===== src/rtl/wb_intercon_pkg.sv =====
// Shared definitions for the Wishbone interconnect blocks.
//   - arb_state_t : arbiter FSM encoding (ARB_IDLE, ARB_BUSY)
//   - CTI_*       : Wishbone cycle type identifiers
//   - BTE_*       : Wishbone burst type extensions
package wb_intercon_pkg;

  typedef enum logic {
    ARB_IDLE = 1'b0,
    ARB_BUSY = 1'b1
  } arb_state_t;

  localparam logic [2:0] CTI_CLASSIC = 3'b000;
  localparam logic [2:0] CTI_INC     = 3'b010;
  localparam logic [2:0] CTI_EOB     = 3'b111;

  localparam logic [1:0] BTE_LINEAR  = 2'b00;
  localparam logic [1:0] BTE_WRAP4   = 2'b01;
  localparam logic [1:0] BTE_WRAP8   = 2'b10;
  localparam logic [1:0] BTE_WRAP16  = 2'b11;

endpackage


===== src/rtl/wb_arbiter_rr_pick.sv =====
// Combinational round-robin selector.
// Searches the request vector starting at last+1 (wrapping modulo num_req)
// and returns the first requester found.
// Ports:
//   req   in  num_req  request vector
//   last  in  iw       index of the previously served requester
//   pick  out iw       selected index (0 when nothing is requested)
//   valid out 1        at least one request present
module wb_arbiter_rr_pick #(
  parameter int num_req = 4,
  parameter int iw      = $clog2(num_req)
) (
  input  logic [num_req-1:0] req,
  input  logic [iw-1:0]      last,
  output logic [iw-1:0]      pick,
  output logic               valid
);

  always_comb begin
    int cand;
    logic [iw-1:0] cand_idx;
    pick     = '0;
    valid    = 1'b0;
    cand     = 0;
    cand_idx = '0;
    // Offset 1 first so the previous owner is considered last.
    for (int k = 1; k <= num_req; k++) begin
      cand     = (int'(last) + k) % num_req;
      cand_idx = iw'(cand);
      if (!valid && req[cand_idx]) begin
        valid = 1'b1;
        pick  = cand_idx;
      end
    end
  end

endmodule


===== src/rtl/wb_arbiter.sv =====
// Round-robin Wishbone arbiter: num_masters masters share one slave port.
// A grant is held for the whole bus cycle (cyc high), bursts included, and
// is released only when the owning master drops cyc. One idle cycle always
// separates two grants.
// Optional feature (macro WB_ARBITER_TIMEOUT_EN): watchdog that answers a
// stalled slave with a one-cycle error after TIMEOUT_CYCLES.
// Ports:
//   wb_clk_i, wb_rst_ni               clock, asynchronous active-low reset
//   wbm_*_i                           packed master requests, master i at slot i
//   wbm_rdt_o/ack_o/err_o/rty_o       responses, granted slot only
//   wbs_*_o                           granted master's request to the slave
//   wbs_rdt_i/ack_i/err_i/rty_i       slave response
//   grant_o                           one-hot current grant (debug)
module wb_arbiter
  import wb_intercon_pkg::*;
#(
  parameter int num_masters    = 4,
  parameter int aw             = 32,
  parameter int dw             = 32,
  parameter int TIMEOUT_CYCLES = 256
) (
  input  logic                      wb_clk_i,
  input  logic                      wb_rst_ni,
  input  logic [num_masters*aw-1:0] wbm_adr_i,
  input  logic [num_masters*dw-1:0] wbm_dat_i,
  input  logic [num_masters*4-1:0]  wbm_sel_i,
  input  logic [num_masters-1:0]    wbm_we_i,
  input  logic [num_masters-1:0]    wbm_cyc_i,
  input  logic [num_masters-1:0]    wbm_stb_i,
  input  logic [num_masters*3-1:0]  wbm_cti_i,
  input  logic [num_masters*2-1:0]  wbm_bte_i,
  output logic [num_masters*dw-1:0] wbm_rdt_o,
  output logic [num_masters-1:0]    wbm_ack_o,
  output logic [num_masters-1:0]    wbm_err_o,
  output logic [num_masters-1:0]    wbm_rty_o,
  output logic [aw-1:0]             wbs_adr_o,
  output logic [dw-1:0]             wbs_dat_o,
  output logic [3:0]                wbs_sel_o,
  output logic                      wbs_we_o,
  output logic                      wbs_cyc_o,
  output logic                      wbs_stb_o,
  output logic [2:0]                wbs_cti_o,
  output logic [1:0]                wbs_bte_o,
  input  logic [dw-1:0]             wbs_rdt_i,
  input  logic                      wbs_ack_i,
  input  logic                      wbs_err_i,
  input  logic                      wbs_rty_i,
  output logic [num_masters-1:0]    grant_o
);

  localparam int IW = $clog2(num_masters);

  arb_state_t    state_reg, state_next;
  logic [IW-1:0] grant_reg, grant_next;
  logic [IW-1:0] last_reg, last_next;
  logic [IW-1:0] pick;
  logic          pick_valid;
  logic          busy;
  logic [IW-1:0] sel;
  logic          req_cyc;
  logic          req_stb;
  logic          to_hit;
  logic [num_masters-1:0] slot;

  // Unpacked views of the packed master buses, indexed by the mux select.
  logic [aw-1:0] adr_arr [num_masters];
  logic [dw-1:0] dat_arr [num_masters];
  logic [3:0]    sel_arr [num_masters];
  logic [2:0]    cti_arr [num_masters];
  logic [1:0]    bte_arr [num_masters];

  wb_arbiter_rr_pick #(
    .num_req (num_masters),
    .iw      (IW)
  ) u_pick (
    .req   (wbm_cyc_i),
    .last  (last_reg),
    .pick  (pick),
    .valid (pick_valid)
  );

  assign busy    = (state_reg == ARB_BUSY);
  // Master 0's fields are presented while idle; cyc is low then anyway.
  assign sel     = busy ? grant_reg : '0;
  assign req_cyc = wbm_cyc_i[grant_reg];
  assign req_stb = wbm_stb_i[grant_reg];

  always_comb begin
    state_next = state_reg;
    grant_next = grant_reg;
    last_next  = last_reg;
    case (state_reg)
      ARB_IDLE: begin
        if (pick_valid) begin
          grant_next = pick;
          state_next = ARB_BUSY;
        end
      end
      ARB_BUSY: begin
        // Owner released the bus: remember it so it ranks last next round.
        if (!req_cyc) begin
          last_next  = grant_reg;
          grant_next = '0;
          state_next = ARB_IDLE;
        end
      end
      default: state_next = ARB_IDLE;
    endcase
  end

  always_ff @(posedge wb_clk_i or negedge wb_rst_ni) begin
    if (!wb_rst_ni) begin
      state_reg <= ARB_IDLE;
      grant_reg <= '0;
      last_reg  <= IW'(num_masters - 1);
    end else begin
      state_reg <= state_next;
      grant_reg <= grant_next;
      last_reg  <= last_next;
    end
  end

`ifdef WB_ARBITER_TIMEOUT_EN
  localparam int CW = $clog2(TIMEOUT_CYCLES) + 1;
  localparam logic [CW-1:0] TO_LIMIT = CW'(TIMEOUT_CYCLES - 1);

  logic [CW-1:0] to_cnt_reg, to_cnt_next;
  logic          any_resp;

  assign any_resp = wbs_ack_i | wbs_err_i | wbs_rty_i;
  // Counts on the raw request so the forced-low outputs do not feed back.
  assign to_hit   = busy & req_cyc & req_stb & ~any_resp & (to_cnt_reg == TO_LIMIT);

  always_comb begin
    to_cnt_next = to_cnt_reg;
    if (!busy || any_resp || to_hit) begin
      to_cnt_next = '0;
    end else if (req_cyc && req_stb) begin
      to_cnt_next = to_cnt_reg + CW'(1);
    end
  end

  always_ff @(posedge wb_clk_i or negedge wb_rst_ni) begin
    if (!wb_rst_ni) begin
      to_cnt_reg <= '0;
    end else begin
      to_cnt_reg <= to_cnt_next;
    end
  end
`else
  localparam int unused_timeout_cycles = TIMEOUT_CYCLES;
  assign to_hit = 1'b0;
`endif

  // cyc follows the owner combinationally so a release is seen the same cycle.
  assign wbs_cyc_o = busy & req_cyc & ~to_hit;
  assign wbs_stb_o = busy & req_stb & ~to_hit;
  assign wbs_adr_o = adr_arr[sel];
  assign wbs_dat_o = dat_arr[sel];
  assign wbs_sel_o = sel_arr[sel];
  assign wbs_we_o  = wbm_we_i[sel];
  assign wbs_cti_o = cti_arr[sel];
  assign wbs_bte_o = bte_arr[sel];

  generate
    for (genvar gi = 0; gi < num_masters; gi++) begin : g_slot
      assign adr_arr[gi] = wbm_adr_i[gi*aw +: aw];
      assign dat_arr[gi] = wbm_dat_i[gi*dw +: dw];
      assign sel_arr[gi] = wbm_sel_i[gi*4 +: 4];
      assign cti_arr[gi] = wbm_cti_i[gi*3 +: 3];
      assign bte_arr[gi] = wbm_bte_i[gi*2 +: 2];

      // Still routed in the cycle the owner drops cyc (state is BUSY then).
      assign slot[gi]                 = busy && (grant_reg == IW'(gi));
      assign grant_o[gi]              = slot[gi];
      assign wbm_ack_o[gi]            = slot[gi] & wbs_ack_i;
      assign wbm_err_o[gi]            = slot[gi] & (wbs_err_i | to_hit);
      assign wbm_rty_o[gi]            = slot[gi] & wbs_rty_i;
      assign wbm_rdt_o[gi*dw +: dw]   = slot[gi] ? wbs_rdt_i : '0;
    end
  endgenerate

endmodule

===== config.mk =====
export PLATFORM = sky130hd
export DESIGN_NAME = wb_arbiter
export DESIGN_NICKNAME = d
export VERILOG_FILES = /design/src/rtl/wb_intercon_pkg.sv /design/src/rtl/wb_arbiter_rr_pick.sv /design/src/rtl/wb_arbiter.sv
export SDC_FILE = /design/constraint.sdc
export NUM_CORES = 1
export LEC_CHECK = 0
export CORE_AREA = 2 2 216 218
export DETAILED_ROUTE_END_ITERATION = 8
export DIE_AREA = 0 0 218 220
export PLACE_DENSITY_LB_ADDON = 0.3
export SYNTH_ARGS = -nofsm -noshare
export SYNTH_HDL_FRONTEND = slang
export SYNTH_SLANG_ARGS = --single-unit
export TNS_END_PERCENT = 1

===== constraint.sdc =====
create_clock -name wb_clk_i -period 1.85 [get_ports wb_clk_i]
set_clock_uncertainty 0.2 [all_clocks]
set_input_delay 0.37 -clock wb_clk_i [delete_from_list [all_inputs] [get_ports wb_clk_i]]
set_output_delay 0.37 -clock wb_clk_i [all_outputs]
set_load 0.02 [all_outputs]

==> results.py <==
metrics = {
    "cts": {
        "clock_sinks": 5,
        "worstSkewPairLatency_ps": 230,
        "clk_pin_slew_worst_paths_ps": 30,
        "root_buffer": "clkbuf_16",
        "htree_levels": 1,
        "cts_tree": "built",
        "clk_path_buf_depth": 2,
        "cts_inserted_buffers": 3,
    },
    "critical_path": {
        "r2r_cells": 6,
        "cp_data_required_time_ps": 1280,
        "start_kind": "flip-flop",
        "worstReg2RegEnd": "last_reg[1]$_DFFE_PN1P_",
        "regToRegSetupSlack_ps": 10,
        "critPathMaxFanout": 5,
        "crit_type": "reg2out",
        "endpoint_kind": "output port",
        "arrival_ps": 1800,
        "reg2reg_from": "grant_reg[0]$_DFFE_PN0P_",
    },
    "die": {
        "dieArea_sq_um": 48000,
        "start_util_pct": 8.17,
        "core_area_sq_um": 45900,
        "placementRows": 79,
        "fp.dieH_um": 220,
        "io_pins": 561,
        "die_w_um": 218,
    },
    "logic_synthesis": {
        "syn_nets": 977,
        "avgSynthCellArea_sq_um": 5.89,
        "synth_top_family_by_area": "simple AND/OR/NAND/NOR gates",
        "syn_area_sq_um": 3740,
        "yosys.area_share.xor_xnor_pct": 0,
        "synth_adder_area_share_pct": 0,
        "yosys.area_share.simple_pct": 54.4,
        "synth_seq_cells": 5,
        "synth_compound_area_share_pct": 29.6,
        "syn-instance-count": 636,
        "yosysSeqAreaShare_pct": 3.41,
        "synthDistinctLibCells": 31,
        "yosysWarnings": 0,
        "synth.area.mux_share_pct": 1.44,
    },
    "sta": {
        "hold_violations": 0,
        "fin_ws_ps": -524,
        "worstMarginPinSlew_ps": 427,
        "rsz0062_at_grt": "true",
        "finalCriticalPeriod_ps": 2370,
        "max_freq_ghz": 0.421,
        "finalSetupViolations": 220,
        "finalCritPeriodShare_pct": 128,
        "drv_slew": 0,
        "slew_headroom_pct": 71.4,
    },
    "final_layout": {
        "num-fill-cells": 5173,
        "final_cell_mix": "338 x clkdlybuf4s50_1, 144 x nand2_1, 127 x buf_4",
        "syn_to_final_growth_pct": 193,
        "regArea_sq_um": 133,
        "fin_nets": 1551,
        "drive_above_1_share_pct": 34.5,
        "final_cell_area_sq_um": 11000,
        "multi_input_area_sq_um": 3640,
        "layout_commonest_cell": "clkdlybuf4s50_1",
    },
    "routing": {
        "route.detailed.drc": 0,
        "dr.first_iter.drc_count": 244,
        "ant_nets": 0,
        "drt_pass1_iterations": 4,
        "drt_wl_total_um": 32200,
        "vias": 7038,
        "viasPerCell": 3.87,
        "wire_per_inst_um": 17.7,
    },
    "placement": {
        "dpl.hpwl_um": 25000,
        "port_buffers": 560,
        "gp_routability_congestion": 0.838,
        "place_area_sq_um": 10400,
    },
    "status": {
        "violations": "setup timing",
        "status": "complete, but fails checks",
    },
    "grt": {
        "grt_pass1_wl_um": 43000,
        "grt_start_max_net_pins": 48,
        "grt_remaining_overflow": 0,
        "antenna_found_initial": 3,
        "grt_pass1_vias": 6714,
        "grtUsageTotal_pct": 11.7,
    },
    "worst_hold_path": {
        "hold_path.class": "in2async",
    },
    "pwr": {
        "p_leak_nw": 4.69,
        "power_mw": 12.9,
        "max-vdd-ir-drop_mv": 0.435,
        "power.density_nw_per_um2": 1170,
    },
    "flow_run": {
        "drv_cap": 0,
    },
}
kinds of logic after synthesis:
group                  after synthesis
and+or+nand+nor                    387
DFF                                  5
muxes                                4
buffers and inverters               77
AOI/OAI and AO/OA                  163
power breakdown:
group	total, mW	switching [mW]	leakage (nW)	internal (mW)
Sequential	0.275	0.0972	0.0553	0.177
Combinational	12.3	6.52	4.60	5.74
Clock	0.355	0.0697	0.0382	0.285
Total	12.9	6.69	4.69	6.20
routing by layer:
metal | routed length [um] | part of all wire (%) | GRT usage [%] | vias up
met5 | 25 | 0.078 | 0 | -
met4 | 539 | 1.7 | 2.61 | 4
met3 | 1970 | 6.1 | 1.73 | 28
met2 | 16100 | 50 | 20.7 | 277
met1 | 13600 | 42 | 15.1 | 3326
li1 | - | - | - | 3403
repair_timing:
item                       in CTS  in global routing
setup endpoints to repair     224                224
gates cloned                    3                  4
gates resized for setup       912                346
pin swaps                      17                 31
hold buffers                    0                  0
setup buffers                   3                  5
worst max-delay path, stage by stage, from the launching register on:
cell and delay, ps:
dfrtp_4 540, buf_6 160, and2_4 140, a211oi_4 360
buf_4 200, a31oi_4 30, buf_6 140
worst max-delay path by stage:
stage,startpoint,to,slack [ps],depth (start not counted)
global route,grant_reg[0]$_DFFE_PN0P_,wbs_dat_o[25],-560,7
finish,grant_reg[0]$_DFFE_PN0P_,wbs_we_o,-520,6
detailed placement,wbm_we_i[3],wbs_we_o,-1370,6
CTS,grant_reg[0]$_DFFE_PN0P_,wbs_adr_o[18],-600,6
floorplan,busy$_DFF_PN0_,wbs_dat_o[13],-150,6
global placement,wbm_we_i[3],wbs_we_o,-1400,6
synthesized netlist by cell type:
| library cell | number | area share [%] |
|---|---|---|
| a211oi_1 | 75 | 15 |
| a21oi_1 | 3 | 0.40 |
| a221o_1 | 1 | 0.27 |
| a31oi_1 | 74 | 12 |
| and2_0 | 8 | 1.3 |
| and2_1 | 138 | 23 |
| and2_4 | 1 | 0.23 |
| and3_1 | 70 | 12 |
| buf_1 | 1 | 0.10 |
| buf_2 | 25 | 3.3 |
| buf_4 | 1 | 0.20 |
| buf_6 | 9 | 2.7 |
| buf_8 | 1 | 0.40 |
| clkbuf_1 | 25 | 2.5 |
| clkbuf_2 | 11 | 1.5 |
| dfrtp_1 | 3 | 2.0 |
| dfstp_2 | 2 | 1.4 |
| inv_1 | 4 | 0.40 |
| mux2_2 | 1 | 0.30 |
| mux2i_1 | 2 | 0.53 |
| mux4_2 | 1 | 0.60 |
| nand2_1 | 156 | 16 |
| nand2b_1 | 2 | 0.33 |
| nor2_1 | 7 | 0.70 |
| nor3_1 | 1 | 0.13 |
| nor3_4 | 2 | 0.87 |
| nor3b_1 | 1 | 0.20 |
| o21ai_0 | 8 | 1.1 |
| o22ai_1 | 1 | 0.17 |
| o31ai_2 | 1 | 0.33 |
| or4_1 | 1 | 0.20 |
stage by stage:
stage	setup WS, ps	TNS, ps	cells	utilization [%]	hold WS (ps)
3_5_place_dp	-1370	-141280	1797	22.7	342
2_1_floorplan	-150	-10140	636	-	-126
4_1_cts	-595	-97750	1807	22.9	196
6_report	-524	-82160	1817	24.0	192
5_1_grt	-565	-97840	1816	24.0	201
3_3_place_gp	-1400	-140600	1797	22.7	327
layout make-up:
cell class	instances	share of cell area (%)
tap	607	6.91
clock buffer	4	0.717
inverter	4	0.250
multi-input combinational	554	33.1
sequential	5	1.21
antenna	1	0.0228
timing repair buffer	642	57.8
Note: power is estimated with default switching activity, not from simulation.
